### src/rtl/magic_pkg.sv
// Shared types and widths for the MAGIC NOR/INV row sequencer.
package magic_pkg;

  localparam int N_CELLS    = 64;
  localparam int PROG_DEPTH = 64;

  function automatic int field_w(input int n);
    return (n <= 1) ? 1 : $clog2(n);
  endfunction

  localparam int CELL_W  = field_w(N_CELLS);
  localparam int PC_W    = field_w(PROG_DEPTH);
  localparam int INSTR_W = 2 + 3 * CELL_W;

  typedef enum logic [1:0] {
    OP_END  = 2'b00,
    OP_INV1 = 2'b01,
    OP_NOR2 = 2'b10
  } opcode_t;

  typedef enum logic [1:0] {
    XB_INIT     = 2'b00,
    XB_EVAL_INV = 2'b01,
    XB_EVAL_NOR = 2'b10
  } xb_op_t;

  // op is kept as raw bits so the illegal encoding 2'b11 stays representable
  typedef struct packed {
    logic [1:0]        op;
    logic [CELL_W-1:0] dst;
    logic [CELL_W-1:0] src_a;
    logic [CELL_W-1:0] src_b;
  } instr_t;

  typedef enum logic [2:0] {
    S_IDLE,
    S_FETCH,
    S_INIT,
    S_EVAL,
    S_DONE,
    S_FAULT
  } state_t;

endpackage

### src/rtl/magic_nor_sequencer_if.sv
// Crossbar driver request/complete handshake.
interface magic_nor_sequencer_if;

  logic                      xb_valid;
  logic                      xb_ready;
  logic [1:0]                xb_op;
  logic [magic_pkg::CELL_W-1:0] xb_dst;
  logic [magic_pkg::CELL_W-1:0] xb_a;
  logic [magic_pkg::CELL_W-1:0] xb_b;

  modport master (output xb_valid, xb_op, xb_dst, xb_a, xb_b, input xb_ready);
  modport slave  (input xb_valid, xb_op, xb_dst, xb_a, xb_b, output xb_ready);

endinterface

### src/rtl/magic_prog_mem.sv
// Gate program store: one synchronous write port, one asynchronous read port.
module magic_prog_mem
  import magic_pkg::*;
(
  input  logic            clk,
  input  logic            we,
  input  logic [PC_W-1:0] waddr,
  input  instr_t          wdata,
  input  logic [PC_W-1:0] raddr,
  output instr_t          rdata
);

  instr_t mem [PROG_DEPTH];

  always_ff @(posedge clk) begin
    if (we) mem[waddr] <= wdata;
  end

  assign rdata = mem[raddr];

endmodule

### src/rtl/magic_nor_sequencer.sv
// Runs a stored NOR2/INV1 program on one MAGIC crossbar row, INIT then EVAL per gate.
//
//   state   | meaning
//   --------+-----------------------------------------------------------
//   S_IDLE  | waiting for start; program memory writable
//   S_FETCH | latch mem[pc] into ir, decode, check abort
//   S_INIT  | request INIT of ir.dst, hold until handshake
//   S_EVAL  | request EVAL_NOR/EVAL_INV, count gate, advance pc
//   S_DONE  | one cycle, pulse done or aborted
//   S_FAULT | one cycle after a bad instruction, err held
module magic_nor_sequencer
  import magic_pkg::*;
(
  input  logic                  clk,
  input  logic                  rst,
  input  logic                  prog_we,
  input  logic [PC_W-1:0]       prog_addr,
  input  logic [INSTR_W-1:0]    prog_wdata,
  input  logic                  start,
  input  logic [PC_W-1:0]       start_pc,
  input  logic                  abort,
  output logic                  busy,
  output logic                  done,
  output logic                  aborted,
  output logic                  err,
  output logic [PC_W-1:0]       err_pc,
  output logic [15:0]           gate_cnt,
  magic_nor_sequencer_if.master xb
);

  localparam logic [PC_W-1:0] PC_LAST = PC_W'(PROG_DEPTH - 1);

  state_t          state, state_nxt;
  logic [PC_W-1:0] pc;
  instr_t          ir;
  instr_t          fetch_word;
  logic            abort_seen;
  logic            fetch_fault;

  magic_prog_mem u_prog_mem (
    .clk   (clk),
    .we    (prog_we && (state == S_IDLE)),
    .waddr (prog_addr),
    .wdata (instr_t'(prog_wdata)),
    .raddr (pc),
    .rdata (fetch_word)
  );

  // Self-overlapping operands would destroy an input while it is being read
  always_comb begin
    fetch_fault = (fetch_word.op == 2'b11)
               || (fetch_word.dst == fetch_word.src_a)
               || ((fetch_word.op == OP_NOR2) && (fetch_word.dst == fetch_word.src_b));
  end

  always_ff @(posedge clk) begin
    if (rst) state <= S_IDLE;
    else     state <= state_nxt;
  end

  always_comb begin
    state_nxt = state;
    case (state)
      S_IDLE:  if (start) state_nxt = S_FETCH;
      S_FETCH: begin
        if (abort)                        state_nxt = S_DONE;
        else if (fetch_word.op == OP_END) state_nxt = S_DONE;
        else if (fetch_fault)             state_nxt = S_FAULT;
        else                              state_nxt = S_INIT;
      end
      S_INIT:  if (xb.xb_ready) state_nxt = S_EVAL;
      S_EVAL:  if (xb.xb_ready) state_nxt = (pc == PC_LAST) ? S_DONE : S_FETCH;
      S_DONE:  state_nxt = S_IDLE;
      S_FAULT: state_nxt = S_IDLE;
      default: state_nxt = S_IDLE;
    endcase
  end

  always_comb begin
    busy        = (state != S_IDLE);
    done        = 1'b0;
    aborted     = 1'b0;
    xb.xb_valid = 1'b0;
    xb.xb_op    = XB_INIT;
    xb.xb_dst   = '0;
    xb.xb_a     = '0;
    xb.xb_b     = '0;
    case (state)
      S_INIT: begin
        xb.xb_valid = 1'b1;
        xb.xb_op    = XB_INIT;
        xb.xb_dst   = ir.dst;
      end
      S_EVAL: begin
        xb.xb_valid = 1'b1;
        xb.xb_op    = (ir.op == OP_NOR2) ? XB_EVAL_NOR : XB_EVAL_INV;
        xb.xb_dst   = ir.dst;
        xb.xb_a     = ir.src_a;
        xb.xb_b     = (ir.op == OP_NOR2) ? ir.src_b : '0;
      end
      S_DONE: begin
        done    = !abort_seen;
        aborted = abort_seen;
      end
      default: ;
    endcase
  end

  always_ff @(posedge clk) begin
    if (rst) begin
      pc         <= '0;
      ir         <= '0;
      gate_cnt   <= '0;
      err        <= 1'b0;
      err_pc     <= '0;
      abort_seen <= 1'b0;
    end else begin
      case (state)
        S_IDLE: if (start) begin
          pc         <= start_pc;
          gate_cnt   <= '0;
          err        <= 1'b0;
          abort_seen <= 1'b0;
        end
        S_FETCH: begin
          ir         <= fetch_word;
          abort_seen <= abort;
          if (!abort && (fetch_word.op != OP_END) && fetch_fault) begin
            err    <= 1'b1;
            err_pc <= pc;
          end
        end
        S_EVAL: if (xb.xb_ready) begin
          if (gate_cnt != 16'hFFFF) gate_cnt <= gate_cnt + 16'd1;
          if (pc != PC_LAST) pc <= pc + 1'b1;
        end
        default: ;
      endcase
    end
  end

endmodule

### src/flat_wrapper.sv
// flat-port wrapper written by rule: the top's interface ports become plain ports
module magic_nor_sequencer_flat import magic_pkg::*;
  (clk, rst, prog_we, prog_addr, prog_wdata, start, start_pc, abort, busy, done, aborted, err, err_pc, gate_cnt, xb_xb_valid, xb_xb_op, xb_xb_dst, xb_xb_a, xb_xb_b, xb_xb_ready);
  magic_nor_sequencer_if xb_i ();
  input  logic clk;
  input  logic rst;
  input  logic prog_we;
  input  logic [PC_W-1:0] prog_addr;
  input  logic [INSTR_W-1:0] prog_wdata;
  input  logic start;
  input  logic [PC_W-1:0] start_pc;
  input  logic abort;
  output logic busy;
  output logic done;
  output logic aborted;
  output logic err;
  output logic [PC_W-1:0] err_pc;
  output logic [15:0] gate_cnt;
  output wire logic [$bits(xb_i.xb_valid)-1:0] xb_xb_valid;
  output wire logic [$bits(xb_i.xb_op)-1:0] xb_xb_op;
  output wire logic [$bits(xb_i.xb_dst)-1:0] xb_xb_dst;
  output wire logic [$bits(xb_i.xb_a)-1:0] xb_xb_a;
  output wire logic [$bits(xb_i.xb_b)-1:0] xb_xb_b;
  input wire logic [$bits(xb_i.xb_ready)-1:0] xb_xb_ready;
  assign xb_xb_valid = xb_i.xb_valid;
  assign xb_xb_op = xb_i.xb_op;
  assign xb_xb_dst = xb_i.xb_dst;
  assign xb_xb_a = xb_i.xb_a;
  assign xb_xb_b = xb_i.xb_b;
  assign xb_i.xb_ready = xb_xb_ready;
  magic_nor_sequencer u_core (.clk(clk), .rst(rst), .prog_we(prog_we), .prog_addr(prog_addr), .prog_wdata(prog_wdata), .start(start), .start_pc(start_pc), .abort(abort), .busy(busy), .done(done), .aborted(aborted), .err(err), .err_pc(err_pc), .gate_cnt(gate_cnt), .xb(xb_i));
endmodule
### config.mk
export PLATFORM = sky130hd
export DESIGN_NAME = magic_nor_sequencer_flat
export DESIGN_NICKNAME = d
export VERILOG_FILES = /design/src/rtl/magic_pkg.sv /design/src/rtl/magic_nor_sequencer_if.sv /design/src/rtl/magic_prog_mem.sv /design/src/rtl/magic_nor_sequencer.sv /design/src/flat_wrapper.sv
export SDC_FILE = /design/constraint.sdc
export NUM_CORES = 1
export LEC_CHECK = 0
export CAP_MARGIN = 10
export CORE_MARGIN = 2
export CORE_UTILIZATION = 30
export CTS_CLUSTER_DIAMETER = 50
export CTS_CLUSTER_SIZE = 30
export DETAILED_ROUTE_END_ITERATION = 16
export PLACE_DENSITY_LB_ADDON = 0.25
export SYNTH_ARGS = -nofsm -noshare
export SYNTH_HDL_FRONTEND = slang
export SYNTH_SLANG_ARGS = --single-unit
### constraint.sdc
create_clock -name clk -period 4.2 [get_ports clk]
set_input_delay 0.42 -clock clk [delete_from_list [all_inputs] [get_ports clk]]
set_output_delay 0.42 -clock clk [all_outputs]
set_load 0.005 [all_outputs]
==> summary.md <==
| Metric | Value |
|---|---|
| Status | `finished clean` |
| Final HPWL DP | `slightly below 100,000 um` |
| Max_cap viols | `0` |
| FP Rows | `152` |
| Synthesized netlist cell count | `2,486` |
| Wirelength per Cell | `between 20 and 30 um` |
| Grt ovf | `0` |
| Top-count cell post-synth | `edfxtp_1` |
| Worst skew pair latency | `roughly 0.8 ns` |
| DR vias | `between 20,000 and 30,000` |
| Die ar. | `about 180,000 um^2` |
| Tot GR Track Use | `17.7%` |
| Min Tclk post-route | `between 4 and 5 ns` |
| Comb power frac | `between 10% and 20%` |
| Synthesis Warnings | `0` |
| Adder-Cell Fraction of Synth Area | `less than 1%` |
| Max Clock Skew | `~0.04 ns` |
| PortBufs | `84` |
| Final Hold Fails | `0` |
| Crit path capture type | `register` |
| Max IR drop VDD | `between 0.4 and 0.5 mV` |
| Top cell type's share of synthesized area | `73.8%` |
| Syn_area_per_cell | `21.0 um^2` |
| Worst min path class | `input port to register` |
| Sequential power share | `45.0%` |
| Internal | `about 24,000 uW` |
| TNS Setup | `0 ns` |
| Post-synth top cells | `1,280 x edfxtp_1, 331 x mux4_2, 129 x nor2_1, 75 x nand2_1, 59 x dfxtp_1` |
| Vias in the first global route | `around 28,000` |
| Setup Viol. Count Final | `0` |
| Fillers | `roughly 16,000` |
| DRT iter0 DRCs | `3,353` |
| Die Span Y | `between 400 and 500 um` |
| Actual slew at the worst max-slew pin | `around 1.2 ns` |
| CTS tree | `built` |
| Remaining antenna violation count | `0` |
| Area leader, netlist | `edfxtp_1` |
| Top FF cell, synth | `edfxtp_1` |
| H-tree Lvls | `4` |
| Hold_ws | `0.0512 ns` |
| Crit path top cell by count | `buf_4` |
| Gpl congestion | `a little over 0.9` |
| Final wirelength | `approximately 160,000 um` |
| Sw power | `roughly 9500 uW` |
| Worst EP required | `4.92 ns` |
| First-pass GRT wire length | `between 200,000 and 250,000 um` |
| Number of unique standard cell types used by synthesis | `71` |
| 1st-pass router iterations | `7` |
| Main combinational cell family by area after synthesis | `multiplexers` |
| Slew margin rel. | `19.2%` |
| Largest net degree at the start of global routing | `65` |
| Post-synthesis mux area share | `15.4%` |
| Clock transition at the registers of the reported paths | `~0.080 ns` |
| Post-synth design cell area | `52,100 um^2` |
| XOR/XNOR Fraction of Synth Area | `less than 1%` |
| Worst setup margin | `0.141 ns` |
| FMAX | `between 200 and 250 MHz` |
| CP max FO | `21` |
| Type of element launching the critical path | `register` |
| Compound-cell area share of the yosys netlist | `2.95%` |
| Final period utilization | `a little over nine tenths` |
| Ys async rst share | `0%` |
| Crit path kind | `register to register` |
| Share of post-route cells with drive strength above 1 | `approximately a third` |
| WP buf/inv | `2` |
| TritonCTS buffer count | `between 100 and 150` |
| Switching Fraction | `28.3%` |
| Leakage | `~0.019 uW` |
| Initial Util | `between 30% and 40%` |
| Seq/Total Area, Yosys | `between 70% and 80%` |
| CP delay by family, top | `compound AO/OA/AOI/OAI gates` |
| Place WS | `-0.160 ns` |
| Initial antenna violation count | `12` |
| PD cells | `around 540 nW/um^2` |
| I/O Pins | `85` |
| CP cell instances | `buf_4 -> mux4_2 -> mux2i_1 -> a221oi_1 -> a22oi_2 -> xnor2_1 -> o2111ai_1 -> o41a_1 -> buf_4 -> a2111oi_2 -> a211o_1` |
| Max Transition Viols Final | `0` |
| Slowest stage delay, CP | `about 0.73 ns` |
| Core Box Area | `172,000 um^2` |
| DRC Markers | `0` |
| Post-synth EDFFs | `1,280` |
| Syn Nets | `2,526` |
| Vias per cell | `between 5 and 6` |
| Clk network pwr share | `36.7%` |
| Root Buffer | `clkbuf_16` |
| Die W | `roughly 420 um` |
| Final nets | `around 2,900` |
| Simple-Gate Fraction of Synth Area | `3.52%` |
| Synth area leaders | `edfxtp_1 74%, mux4_2 14%, dfxtp_1 2.3%, mux2i_1 0.94%, nor2_1 0.93%` |
| Seq cells post-synth | `1,339` |
| Sink Count | `roughly 1,300` |
| RSZ-0062 raised after global routing | `false` |
| Crit path DAT | `around 4.8 ns` |
| HP Start | `prog_wdata[10]` |
| Clock Path Buffers | `3` |
| CP max stage cell | `a221oi_1` |
| Layout overhead on the synthesized area | `18.8%` |
-- layer usage --
| layer | global-route usage, % | wire length (um) | vias to the layer above |
|---|---|---|---|
| li1 | - | - | 11092 |
| met1 | 24.6 | 67100 | 14759 |
| met2 | 27.7 | 73100 | 1224 |
| met3 | 3.68 | 12000 | 271 |
| met4 | 5.61 | 4900 | 4 |
| met5 | 0 | 22 | - |
-- flip-flops by register name, summed over array words and instances (netlist names), named ones only --
register / count
u_core.state: 3
u_core.err: 1
u_core.err_pc: 6
u_core.abort_seen: 1
u_core.pc: 6
u_core.gate_cnt: 16
u_core.u_prog_mem.mem: 1280
u_core.ir: 20
-- power groups by stage --
stage / sequential [uW] / clock, uW / combinational (uW)
floorplan: 15200 / 0 / 3400
global placement: 15300 / 0 / 5960
finish: 15000 / 12200 / 6120
global route: 15000 / 13000 / 6380
CTS: 15000 / 12500 / 6030
detailed placement: 15300 / 0 / 6000
-- cell families after synthesis --
family / count (synthesis)
AOI/OAI and AO/OA: 217
xor gates and xnor gates: 16
adders and majority gates: 2
buffers and inverters: 153
DFF: 1339
muxes: 387
and+or+nand+nor: 372
-- cells in the final DEF (no fill, tap or decap), types with 18 or more instances in the layout --
master	instances
mux4_2	331
clkbuf_16	140
clkdlybuf4s50_1	64
buf_12	18
mux2i_1	49
nor2_1	65
and2_1	21
dfxtp_1	53
nand2_1	75
buf_2	20
inv_6	28
nand3_1	32
and3_1	20
nor2_2	64
a21oi_1	34
nor2b_1	18
a22oi_1	45
buf_4	227
edfxtp_1	1280
-- repair_timing --
item / CTS / global route
hold buffers: 2 / 0
gates cloned: 0 / 1
pin swaps: 0 / 1
endpoints found under the setup margin: 6 / 6
gates resized for setup: 6 / 16
hold endpoints to repair: 32 / 0
buffers inserted: 0 / 3
-- cell type report --
class | instances | area, um^2 | share of cell area [%]
multi-input cells | 994 | 11800 | 19.0
well taps | 2310 | 2890 | 4.67
inverters | 15 | 56.3 | 0.0910
clock buffers | 148 | 3510 | 5.67
diodes | 2 | 5.00 | 0.00809
repair buffers | 337 | 2940 | 4.75
flip-flops and latches | 1339 | 39600 | 64.0
clock inverters | 98 | 1060 | 1.71
-- path summary, 6_finish.rpt --
| check | end | slack [ns] | depth (start not counted) |
|---|---|---|---|
| worst max-delay path | u_core.err_pc[0] | 0.14 | 11 |
| worst min-delay path | u_core.u_prog_mem.mem[8][10] | 0.05 | 1 |
| worst max register to register | u_core.err_pc[0] | 0.14 | 11 |
| worst min register to register | u_core.err | 0.50 | 2 |
-- through the flow --
step | util, % | instances | total power, uW | area (um^2)
after global placement | 33.2 | 4988 | 21300 | 57100
after floorplan | - | 2486 | 18600 | 52100
after CTS | 35.9 | 5236 | 33600 | 61700
after global routing | 36.0 | 5241 | 34400 | 61900
after detailed placement | 33.2 | 4988 | 21300 | 57100
final | 36.0 | 5243 | 33400 | 61900
No activity file was read; power rests on OpenSTA's default activity.
